--- src/rtl/icache_ctrl_pkg.sv ---
// icache_ctrl_pkg: shared types and defaults for the instruction-memory
// sequencer.
//   - state_e    : controller state with its fixed 2-bit encoding, which is
//                  visible on state_o.
//   - *_DEF      : default address/data widths and the halt encoding.
package icache_ctrl_pkg;

  localparam int          ADDR_W_DEF    = 6;
  localparam int          DATA_W_DEF    = 32;
  localparam logic [31:0] HALT_INST_DEF = 32'hFFFF_FFFF;

  typedef enum logic [1:0] {
    ST_IDLE = 2'd0,
    ST_LOAD = 2'd1,
    ST_RUN  = 2'd2,
    ST_HALT = 2'd3
  } state_e;

endpackage

--- src/rtl/icache_pc_seq.sv ---
// icache_pc_seq: program-counter register and its next-PC mux.
//   clk_i, rst_i      : clock and synchronous active-high reset (pc -> 0)
//   clear_i           : load pc=0 (entry into RUN)
//   run_i             : controller is in RUN; outside RUN the pc holds
//   hold_i            : stall or halt word this cycle; pc holds
//   branch_i          : take branch_target_i instead of pc+1
//   branch_target_i   : redirect address
//   pc_o              : current program counter
module icache_pc_seq #(
  parameter int ADDR_W = 6
) (
  input  logic              clk_i,
  input  logic              rst_i,
  input  logic              clear_i,
  input  logic              run_i,
  input  logic              hold_i,
  input  logic              branch_i,
  input  logic [ADDR_W-1:0] branch_target_i,
  output logic [ADDR_W-1:0] pc_o
);

  logic [ADDR_W-1:0] pc_q, pc_d;

  always_comb begin
    pc_d = pc_q;
    if (clear_i)
      pc_d = '0;
    else if (run_i && !hold_i)
      // Increment wraps naturally at the address width (63 -> 0).
      pc_d = branch_i ? branch_target_i : pc_q + 1'b1;
  end

  always_ff @(posedge clk_i) begin
    if (rst_i) pc_q <= '0;
    else       pc_q <= pc_d;
  end

  assign pc_o = pc_q;

endmodule

--- src/rtl/icache_ctrl.sv ---
// icache_ctrl: arbitrates the 64x32 instruction memory between the program
// loader (writes) and instruction fetch (asynchronous reads), owns the PC and
// stops fetch when the halt word is read.
//   clk_i, rst_i                 : clock, synchronous active-high reset
//   load_valid_i/data_i/last_i   : loader stream; load_ready_o accepts it
//   wren_o, wraddr_o, wrdata_o   : memory write port
//   rdaddr_o, inst_i             : memory read port (same-cycle data)
//   start_i                      : begin execution at address 0
//   stall_i, branch_i, branch_target_i : PC control from the core
//   inst_o, inst_valid_o         : fetched word and its executable flag
//   pc_o, state_o, halted_o      : status
//   retired_o                    : retired-instruction count
// Optional feature: define ICACHE_CTRL_PERF_EN to build the saturating
// retired-instruction counter; otherwise retired_o is constant 0.
module icache_ctrl
  import icache_ctrl_pkg::*;
#(
  parameter int                ADDR_W    = ADDR_W_DEF,
  parameter int                DATA_W    = DATA_W_DEF,
  parameter logic [DATA_W-1:0] HALT_INST = DATA_W'(HALT_INST_DEF)
) (
  input  logic              clk_i,
  input  logic              rst_i,
  input  logic              load_valid_i,
  input  logic [DATA_W-1:0] load_data_i,
  input  logic              load_last_i,
  output logic              load_ready_o,
  output logic              wren_o,
  output logic [ADDR_W-1:0] wraddr_o,
  output logic [DATA_W-1:0] wrdata_o,
  output logic [ADDR_W-1:0] rdaddr_o,
  input  logic [DATA_W-1:0] inst_i,
  input  logic              start_i,
  input  logic              stall_i,
  input  logic              branch_i,
  input  logic [ADDR_W-1:0] branch_target_i,
  output logic [DATA_W-1:0] inst_o,
  output logic              inst_valid_o,
  output logic [ADDR_W-1:0] pc_o,
  output logic [1:0]        state_o,
  output logic              halted_o,
  output logic [15:0]       retired_o
);

  localparam logic [ADDR_W-1:0] PTR_LAST = '1;

  state_e            state_q, state_d;
  logic [ADDR_W-1:0] ptr_q, ptr_d;
  logic              start_run;
  logic              load_hs;
  logic              is_halt;
  logic [ADDR_W-1:0] pc;

  assign is_halt      = (inst_i == HALT_INST);
  assign load_ready_o = (state_q != ST_RUN);
  assign load_hs      = load_valid_i & load_ready_o;

  always_comb begin
    state_d   = state_q;
    ptr_d     = ptr_q;
    start_run = 1'b0;
    if (load_hs) begin
      // The top address is a forced last word: never wrap onto address 0.
      if (load_last_i || ptr_q == PTR_LAST) begin
        state_d = ST_IDLE;
        ptr_d   = '0;
      end else begin
        state_d = ST_LOAD;
        ptr_d   = ptr_q + 1'b1;
      end
    end else begin
      unique case (state_q)
        ST_IDLE, ST_HALT: if (start_i) begin
          state_d   = ST_RUN;
          start_run = 1'b1;
        end
        ST_RUN: if (!stall_i && is_halt) state_d = ST_HALT;
        default: ;
      endcase
    end
  end

  always_ff @(posedge clk_i) begin
    if (rst_i) begin
      state_q <= ST_IDLE;
      ptr_q   <= '0;
    end else begin
      state_q <= state_d;
      ptr_q   <= ptr_d;
    end
  end

  icache_pc_seq #(.ADDR_W(ADDR_W)) u_pc_seq (
    .clk_i           (clk_i),
    .rst_i           (rst_i),
    .clear_i         (start_run),
    .run_i           (state_q == ST_RUN),
    .hold_i          (stall_i | is_halt),
    .branch_i        (branch_i),
    .branch_target_i (branch_target_i),
    .pc_o            (pc)
  );

  assign wren_o       = load_hs;
  assign wraddr_o     = ptr_q;
  assign wrdata_o     = load_data_i;
  assign rdaddr_o     = pc;
  assign pc_o         = pc;
  assign inst_o       = inst_i;
  assign inst_valid_o = (state_q == ST_RUN) && !stall_i && !is_halt;
  assign state_o      = state_q;
  assign halted_o     = (state_q == ST_HALT);

`ifdef ICACHE_CTRL_PERF_EN
  logic [15:0] retired_q, retired_d;

  always_comb begin
    retired_d = retired_q;
    if (start_run)
      retired_d = '0;
    else if (inst_valid_o && retired_q != 16'hFFFF)
      retired_d = retired_q + 16'd1;
  end

  always_ff @(posedge clk_i) begin
    if (rst_i) retired_q <= '0;
    else       retired_q <= retired_d;
  end

  assign retired_o = retired_q;
`else
  assign retired_o = '0;
`endif

endmodule

--- config.mk ---
export PLATFORM = sky130hd
export DESIGN_NAME = icache_ctrl
export DESIGN_NICKNAME = d
export VERILOG_FILES = /design/src/rtl/icache_ctrl_pkg.sv /design/src/rtl/icache_pc_seq.sv /design/src/rtl/icache_ctrl.sv
export SDC_FILE = /design/constraint.sdc
export NUM_CORES = 1
export LEC_CHECK = 0
export BUFFER_PORTS_ARGS = -buffer_cell sky130_fd_sc_hd__buf_2
export CELL_PAD_IN_SITES_DETAIL_PLACEMENT = 0
export CELL_PAD_IN_SITES_GLOBAL_PLACEMENT = 1
export CORE_MARGIN = 1.5
export CORE_UTILIZATION = 22
export DETAILED_ROUTE_END_ITERATION = 16
export MAX_ROUTING_LAYER = met4
export PLACE_DENSITY = 0.94
export SYNTH_ARGS = -nofsm -noshare
export SYNTH_HDL_FRONTEND = slang
export SYNTH_SLANG_ARGS = --single-unit
--- constraint.sdc ---
create_clock -name clk_i -period 3.2 [get_ports clk_i]
set_input_delay 0 -clock clk_i [delete_from_list [all_inputs] [get_ports clk_i]]
set_output_delay 0 -clock clk_i [all_outputs]
set_load 0.01 [all_outputs]
=== After elaboration in Yosys (flattened, before gate mapping) ===
Index checks and enable logic that the tools add are counted.

* Flip-flop bits (word level): 14
* Input bits: 77
* Output and inout port bits: 104
* Logic and storage cells: 37

* Add/sub/neg operators: 2
* Equality and inequality tests: 7
* Muxes and demuxes: 10
* Bitwise gates (word level): 2
* Reductions and logical operators: 13

{| class="wikitable"
|+ Operators with widths
! kind !! count
|-
| $eq A32 B32 Y1 const B || 1
|-
| $add A6 B1 Y6 const B || 2
|-
| $mux W6 || 2
|-
| $eq A6 B6 Y1 const B || 1
|-
| $mux W2 || 3
|-
| $ne A3 B3 Y1 const B || 2
|-
| $eq A2 B2 Y1 const B || 2
|-
| $logic_and A1 B1 Y1 || 4
|-
| $mux W1 || 4
|-
| $pmux W2 S2 || 1
|-
| $reduce_or A2 Y1 || 2
|-
| $logic_not A1 Y1 || 3
|-
| $reduce_and A3 Y1 || 1
|-
| $reduce_bool A3 Y1 || 1
|-
| $logic_not A2 Y1 || 1
|-
| $ne A2 B2 Y1 const B || 1
|-
| $and A1 B1 Y1 || 1
|-
| $logic_or A1 B1 Y1 || 1
|-
| $or A1 B1 Y1 || 1
|}

=== Depth between registers and ports, before layout ===
Gate-level depths: netlist of the first run.

* Word-level depth: 5
* Gate-level depth with buffers: 9
* Depth with buffers taken out: 9

=== Cells and area by module ===
A second synthesis of the first run with hierarchy kept.

* Cell total of the unflattened synthesis: 202
* Area, all modules: 1626.6 um^2

{| class="wikitable"
|+ By module, submodules not included
! module !! times used !! cells an instance !! area each (um^2) !! sequential area each (um^2)
|-
| icache_ctrl || 1 || 157 || 1231.2 || 160.2
|-
| icache_pc_seq || 1 || 45 || 395.4 || 120.1
|}

=== Worst setup path after synthesis of the first run ===
OpenSTA, ideal clock, no wires.

* Path kind: register to register
* Start point: reg state_q[0] (netlist: state_o[0])
* End point: reg ptr_q[3] (netlist: wraddr_o[3])
* Library setup time: 0.091 ns
* Arrival: 1.567 ns
* Data required time: 3.109 ns
* Setup slack: 1.542 ns
* Stages on the path, launching flop included: 10
* Path buffers: 0
* Clock period less this slack: 1.658 ns
* Path through: dfxtp_1 > inv_1 > ha_1 > inv_2 > nand2_2 > clkinv_2 > nand2b_2 > a31oi_4 > nand2b_1 > a311oi_1

* Longest elaborated chain between the ends: 2

{| class="wikitable"
|+ Ends and longest elaborated chain
! item !! RTL line !! source
|-
| start: declaration || icache_ctrl.sv:47 || <nowiki>state_e state_q, state_d;</nowiki>
|-
| start signal: assignment || icache_ctrl.sv:88 || <nowiki>state_q <= state_d;</nowiki>
|-
| $ne A2 B2 Y1 || icache_ctrl.sv:55 || <nowiki>assign load_ready_o = (state_q != ST_RUN);</nowiki>
|-
| named net load_ready_o || icache_ctrl.sv:27 || <nowiki>output logic load_ready_o,</nowiki>
|-
| $and A1 B1 Y1 || icache_ctrl.sv:56 || <nowiki>assign load_hs = load_valid_i & load_ready_o;</nowiki>
|-
| named net wren_o || icache_ctrl.sv:28 || <nowiki>output logic wren_o,</nowiki>
|-
| end signal: assignment || icache_ctrl.sv:89 || <nowiki>ptr_q <= ptr_d;</nowiki>
|-
| end: declaration || icache_ctrl.sv:48 || <nowiki>logic [ADDR_W-1:0] ptr_q, ptr_d;</nowiki>
|}

The timed path passes the listed nets, and every way through them passes these cells.
A chain may end at the register's enable or synchronous reset.

=== Final worst setup path of the first run ===
* Start point: reg state_q[1] (netlist: state_o[1])
* End point: reg u_pc_seq.pc_q[3] (netlist: u_pc_seq.pc_o[3])

* Longest elaborated chain between the ends: 5
* Elaborated cells on any way between the ends: 10
* Classes of those cells: 3 x eq/ne; 2 x mux; 1 x bitwise; 4 x reduce/logical

{| class="wikitable"
|+ Ends and longest elaborated chain
! item !! RTL line !! source
|-
| $eq A2 B2 Y1 or $logic_not A2 Y1 (tied branches) || icache_ctrl.sv:72 || <nowiki>unique case (state_q)</nowiki>
|-
| $reduce_or A2 Y1 || icache_ctrl.sv:72 ||
|-
| $mux W1 || icache_ctrl.sv:72 ||
|-
| $mux W1 || icache_ctrl.sv:62 || <nowiki>if (load_hs) begin</nowiki>
|-
| $reduce_or A2 Y1 (no line) || - ||
|-
| end signal: assignment || icache_pc_seq.sv:35 || <nowiki>else pc_q <= pc_d;</nowiki>
|-
| end: declaration || icache_pc_seq.sv:22 || <nowiki>logic [ADDR_W-1:0] pc_q, pc_d;</nowiki>
|}

Parallel ways exist; a longest one is shown, timed or not.

==> out/metrics.cfg, run 1 <==
[timing]
period_share_pct = 58.85
setup_violations = 0
hold_violations = 0
period_minus_slack_ns = 1.883
skew_ns = 0.003183
tightestPinTransition_ns = 0.7210
max_slew_margin_pct = 51.93
fmax_mhz = 531.1
rsz0062_at_grt = no
setup_tns_ns = 0
slew_violations = 0

[setup_path]
critPathCaptureType = flip-flop
timing.rr.end = u_pc_seq.pc_o[3]
cp_num_cells = 5
rrSetupSlack_ns = 1.32
worstPathMaxFanout = 11
crit_family = compound AO/OA/AOI/OAI gates
required_ns = 3.34
crit_path_max_incr_delay_ns = 0.57
critPathSlowestCell = a21oi_1
path_class = reg -> reg
worstPathArrival_ns = 2.03
path_buf_inv = 0
reg2reg_depth = 5
crit_chain = ha_1, nand2b_1, a21oi_1, o21ai_0, a32o_1
crit_path_start_kind = flip-flop
r2r-start = state_o[1]

[clocking]
clk_latency_ns = 0.25
cts_setup_buffers = 0
clock_sinks = 14
numCtsBuffers = 3
clk_pin_slew_ns = 0.06
cts_tree = built
h-tree-depth = 1
clock-root-buffer = clkbuf_8
post_cts_resized = 0
hold_buffers = 0
cts_buffer_depth = 2

[grt]
grt_pass1_wl_mm = 5.106
overflow = 0
grt_max_degree = 15
antenna_found_initial = 0
grt_pass1_vias = 1122
grt_use_total_pct = 8.895

[job]
drv_cap = 0

[min_path]
worstHoldPathType = in -> out
min_from = load_data_i[12]
min_path_cells = 0
worst_hold_path.endpoint = wrdata_o[12]

[floorplan]
pin_count = 181
core_area_um2 = 6756
start_util_pct = 22.65
rows = 30
dieArea_um2 = 7465
die_y_um = 86.40
die_x_um = 86.40

[power]
leakage_uw = 0.0008112
p_per_area_nw_per_um2 = 322.1
p_comb_share_pct = 33.5
pwr-share-clk_pct = 28.8
power_frac_seq_pct = 37.7
vdd_ir_drop_max_v = 0.0001059
internal_power_uw = 335.7
p_sw_uw = 170.1
sw_frac_of_total_pct = 33.62

[route]
top_layer = met4
avgViaCountPerCell = 4.299
drc = 0
wl_met2_mm = 1.713
firstDrtPassIters = 6
post_drt_wl_per_cell_um = 11.46
num_vias = 1307
routed_wl_mm = 3.485
drt_iter0_drc = 100
antenna_left = 0
met1_length_mm = 1.367
wl_met3_um = 323

[layout]
fin_nets = 307
num_antenna_cells = 0
syn2layout_area_growth_pct = 2.617
final_cell_mix = buf_2 (100), conb_1 (16), dfxtp_1 (14)
fillerInstances = 762
design_area_um2 = 1570
drive_above_1_share_pct = 50.00
final_common_cell = buf_2

[synthesis]
avgSynthCellArea_um2 = 7.847
ys_types = 39
synth.yosys.seq_area_share_pct = 18.32
syn_area_um2 = 1530
synthCells = 195
ys_ff_latch = 14
ys_warn_count = 0

[place]
portBuffers = 100
hpwl_mm = 2.978
gp_congestion = 0.8146
postPlaceCellArea_um2 = 1529

[run_status]
status = complete, no violations

flip-flops by register name (all words and copies together), names as in the netlist:
signal	cells
u_pc_seq.pc_o	6
state_o	2
wraddr_o	6
cells in the mapped netlist:
cell type	number	area (µm²)
a31oi_1	1	6.260
or3b_1	1	8.760
o31ai_1	1	7.510
inv_2	1	3.750
nand2b_1	3	18.77
a22oi_1	2	15.01
buf_4	86	645.6
a211oi_1	3	22.52
or2_1	1	6.260
nand4_1	7	43.79
conb_1	1	3.750
nor3_1	4	20.02
a32o_1	2	20.02
a21boi_0	1	7.510
o21bai_1	1	7.510
ha_1	4	50.05
nand4_2	1	12.51
o21ai_0	5	25.02
nor2_1	8	30.03
nor4_2	2	25.02
dfxtp_1	14	280.3
a31oi_4	1	21.27
nand2_2	1	6.260
a21oi_1	11	55.05
a21oi_2	1	8.760
clkinv_2	1	5.000
mux2i_1	2	20.02
o22ai_1	1	6.260
nand2_1	8	30.03
and2_1	1	6.260
buf_2	1	5.000
nand2b_2	1	8.760
and3_1	3	18.77
clkbuf_1	2	7.510
a21bo_1	1	10.01
inv_1	4	15.01
nand3_1	4	20.02
a311oi_1	1	8.760
a22o_1	2	17.52
metal layers:
layer | up-vias | GRT usage (%)
met5 | - | -
met4 | 0 | 4.692
met3 | 11 | 1.429
met2 | 78 | 15.48
met1 | 590 | 9.722
li1 | 628 | -
cell families after synthesis:
logic type | Yosys count | share of synthesized area, %
flip-flops | 14 | 18.32
other | 1 | 0.2451
AO/OA/AOI/OAI | 34 | 15.62
buffers and inverters | 95 | 44.56
multiplexers | 2 | 1.308
adder cells (fa/ha/maj) | 4 | 3.271
AND/OR/NAND/NOR | 45 | 16.68
worst register-to-register path: stages, from the launching register on:
cell and delay [ns]:
dfxtp_1 0.38, ha_1 0.25, nand2b_1 0.10, a21oi_1 0.57
o21ai_0 0.19, a32o_1 0.29
how the worst max path moves through the flow:
stage / startpoint / end / slack (ns)
floorplan: state_o[0] / wraddr_o[3] / 1.54
global placement: state_o[0] / u_pc_seq.pc_o[3] / 1.42
detailed placement: state_o[1] / u_pc_seq.pc_o[3] / 1.33
CTS: state_o[1] / u_pc_seq.pc_o[3] / 1.33
global route: state_o[1] / u_pc_seq.pc_o[3] / 1.15
finish: state_o[1] / u_pc_seq.pc_o[3] / 1.32
stage by stage:
stage | worst slack (ns) | util, % | hold WS (ns) | cells | power (µW)
after floorplan | 1.542 | - | 0.09177 | 210 | 370.5
after global placement | 1.418 | 22.63 | 0.00006862 | 301 | 362.4
after detailed placement | 1.328 | 22.63 | 0.00006862 | 301 | 365.3
after CTS | 1.333 | 23.24 | 0.00006862 | 304 | 509.4
after global routing | 1.151 | 23.24 | 0.00001508 | 304 | 535.3
final | 1.317 | 23.24 | 0.000003906 | 304 | 505.8
power groups by stage:
stage	Combinational (µW)	Clock, µW	Sequential [µW]
3_5_place_dp	171	0	195
4_1_cts	171	147	191
5_1_grt	188	155	192
2_1_floorplan	173	0	197
3_3_place_gp	169	0	194
6_report	169	146	191
layout make-up:
cell class	instances	area (µm²)	share of cell area [%]
multi-input cells	101	624.3	39.76
repair buffers	100	500.5	31.87
flip-flops and latches	14	280.3	17.85
well taps	80	100.1	6.374
clock buffers	3	41.29	2.629
inverters	6	23.77	1.514
No activity file was read; power rests on OpenSTA's default activity.
==> run 2, diff against run 1 <==
--- a/config.mk
+++ b/config.mk
@@ -9,10 +9,10 @@
 export CELL_PAD_IN_SITES_DETAIL_PLACEMENT = 0
 export CELL_PAD_IN_SITES_GLOBAL_PLACEMENT = 1
 export CORE_MARGIN = 1.5
-export CORE_UTILIZATION = 22
+export CORE_UTILIZATION = 21
 export DETAILED_ROUTE_END_ITERATION = 16
 export MAX_ROUTING_LAYER = met4
-export PLACE_DENSITY = 0.94
+export PLACE_DENSITY = 0.91
 export SYNTH_ARGS = -nofsm -noshare
 export SYNTH_HDL_FRONTEND = slang
 export SYNTH_SLANG_ARGS = --single-unit
==> constraint.sdc (replaced) <==
create_clock -name clk_i -period 1.8 [get_ports clk_i]
set_input_delay 0 -clock clk_i [delete_from_list [all_inputs] [get_ports clk_i]]
set_output_delay 0 -clock clk_i [all_outputs]
set_load 0.01 [all_outputs]
==> run 2 against run 1 <==
  * Worst hold slack stayed put
  * Register-to-register slack worse by 1.2 ns
  * Sequential cell count stayed put
  * Global-route usage is 0.66 points lower
  * Combinational power is 86% higher
  * Critical path depth is 4 higher
  * Cell count is 6.6% higher
  * Via count is 1.1% lower
  * Wire length is 2.7% higher
  * Non-clock buffer count is 3 higher
  * Clock skew hardly changed
  * Maximum frequency is 14% higher
  * Highest routed layer unchanged
==> out/metrics.cfg, run 2 (synthesis results as in run 1) <==
[floorplan]
rows = 30  ; unchanged
start_util_pct = 22.16  ; -0.49 points
pin_count = 181  ; unchanged
die_x_um = 88.36  ; +2.3%
core_area_um2 = 6907  ; +2.2%
dieArea_um2 = 7807  ; +4.6%
die_y_um = 88.36  ; +2.3%

[grt]
grt_max_degree = 15  ; unchanged
grt_pass1_vias = 1077  ; -4.0%
grt_pass1_wl_mm = 4.899  ; -4.1%
overflow = 0  ; unchanged
antenna_found_initial = 0  ; unchanged
grt_use_total_pct = 8.237  ; -0.66 points

[timing]
period_share_pct = 91.93  ; +33 points
hold_violations = 0  ; unchanged
fmax_mhz = 604.3  ; +14%
slew_violations = 0  ; unchanged
period_minus_slack_ns = 1.655  ; -0.2283 ns
skew_ns = 0.002929  ; -0.0002532 ns
setup_violations = 0  ; unchanged
rsz0062_at_grt = no
setup_tns_ns = 0  ; unchanged

[layout]
num_antenna_cells = 0  ; unchanged
fin_nets = 310  ; +0.98%
syn2layout_area_growth_pct = 6.950
fillerInstances = 794  ; +4.2%
final_common_cell = buf_2
final_cell_mix = buf_2 (100), conb_1 (16), dfxtp_1 (14)
drive_above_1_share_pct = 51.75  ; +1.8 points
design_area_um2 = 1637  ; +4.2%

[clocking]
clk_latency_ns = 0.24  ; about the same
clock_sinks = 14  ; unchanged
h-tree-depth = 1  ; unchanged
clock-root-buffer = clkbuf_8
clk_pin_slew_ns = 0.06  ; about the same
hold_buffers = 0  ; unchanged
cts_buffer_depth = 2  ; unchanged
numCtsBuffers = 3  ; unchanged
cts_tree = built

[route]
drc = 0  ; unchanged
drt_iter0_drc = 45  ; -55%
firstDrtPassIters = 4  ; -2
antenna_left = 0  ; unchanged
avgViaCountPerCell = 3.991  ; -7.2%
post_drt_wl_per_cell_um = 11.04  ; -3.7%
num_vias = 1293  ; -1.1%
routed_wl_mm = 3.578  ; +2.7%

[min_path]
worstHoldPathType = in -> out

[place]
gp_congestion = 0.7617  ; -6.5%
hpwl_mm = 3.084  ; +3.6%
portBuffers = 100  ; unchanged
postPlaceCellArea_um2 = 1564  ; +2.3%

[power]
p_per_area_nw_per_um2 = 585.1  ; +82%
leakage_uw = 0.0008342  ; +2.8%
vdd_ir_drop_max_v = 0.0002058  ; +94%

[setup_path]
crit_path_start_kind = flip-flop
worstPathMaxFanout = 7  ; -4
critPathSlowestCell = dfxtp_1
crit_path_max_incr_delay_ns = 0.34  ; -0.23 ns
critPathCaptureType = flip-flop
required_ns = 1.95  ; -1.39 ns
worstPathArrival_ns = 1.81  ; -0.22 ns
crit_chain = inv_1, ha_2, inv_2, nand2_2, inv_4, nand2b_2, a31oi_4, nand2b_1, a311oi_2
path_class = reg -> reg

[run_status]
status = complete, no violations

[job]
drv_cap = 0  ; unchanged

## run 2: stage by stage
stage	hold WS (ns)	std cells	worst slack (ns)	total power, µW	util, %
after CTS	0.00006862	323	0.04351	960.4	23.44
after global routing	0.00001506	324	0.03951	1021	23.70
after floorplan	0.09177	210	0.1418	658.7	-
after global placement	0.00006862	319	0.1579	652.0	22.64
final	0.000003906	324	0.1452	957.6	23.70
after detailed placement	0.00006862	319	0.04683	655.8	22.64
## run 2: layer usage
layer / GRT usage (%) / vias to the layer above / share of wire [%]
met1: 9.132 / 585 / 41
met4: 3.551 / 0 / 1.3
li1: - / 628 / -
met2: 14.78 / 74 / 51
met5: - / - / 0
met3: 1.026 / 6 / 7.3
## run 2: timing repair
action,4_1_cts,5_1_grt
setup buffers,0,1
resized for setup,0,3
setup endpoints to repair,0,2
## run 2: worst paths after layout
path | from | endpoint | slack [ns] | cells past startpoint
worst max register to register | state_o[0] | wraddr_o[3] | 0.15 | 9
worst min-delay path | load_data_i[24] | wrdata_o[24] | 0.000004 | 0
worst min register to register | state_o[1] | state_o[1] | 0.50 | 2
worst max-delay path | state_o[0] | wraddr_o[3] | 0.15 | 9
## run 2: area by class of cell
| class | count | area, µm² | area share [%] |
|---|---|---|---|
| multi-input combinational | 101 | 633.1 | 38.68 |
| timing repair buffer | 103 | 523.0 | 31.96 |
| sequential | 14 | 280.3 | 17.13 |
| tap | 96 | 120.1 | 7.339 |
| clock buffer | 4 | 55.05 | 3.364 |
| inverter | 6 | 25.02 | 1.529 |
## run 2: power breakdown
part / switching (µW) / internal, µW
Clock: 111 / 193
Combinational: 180 / 134
Sequential: 14.4 / 324
## run 2: critical path: cells and delay by family (launching register included)
family                     cells  cell delay (ns)
AOI/OAI and AO/OA              2             0.46
DFF                            1             0.34
and+or+nand+nor                3             0.30
buffers and inverters          3             0.25
adders and majority gates      1             0.21
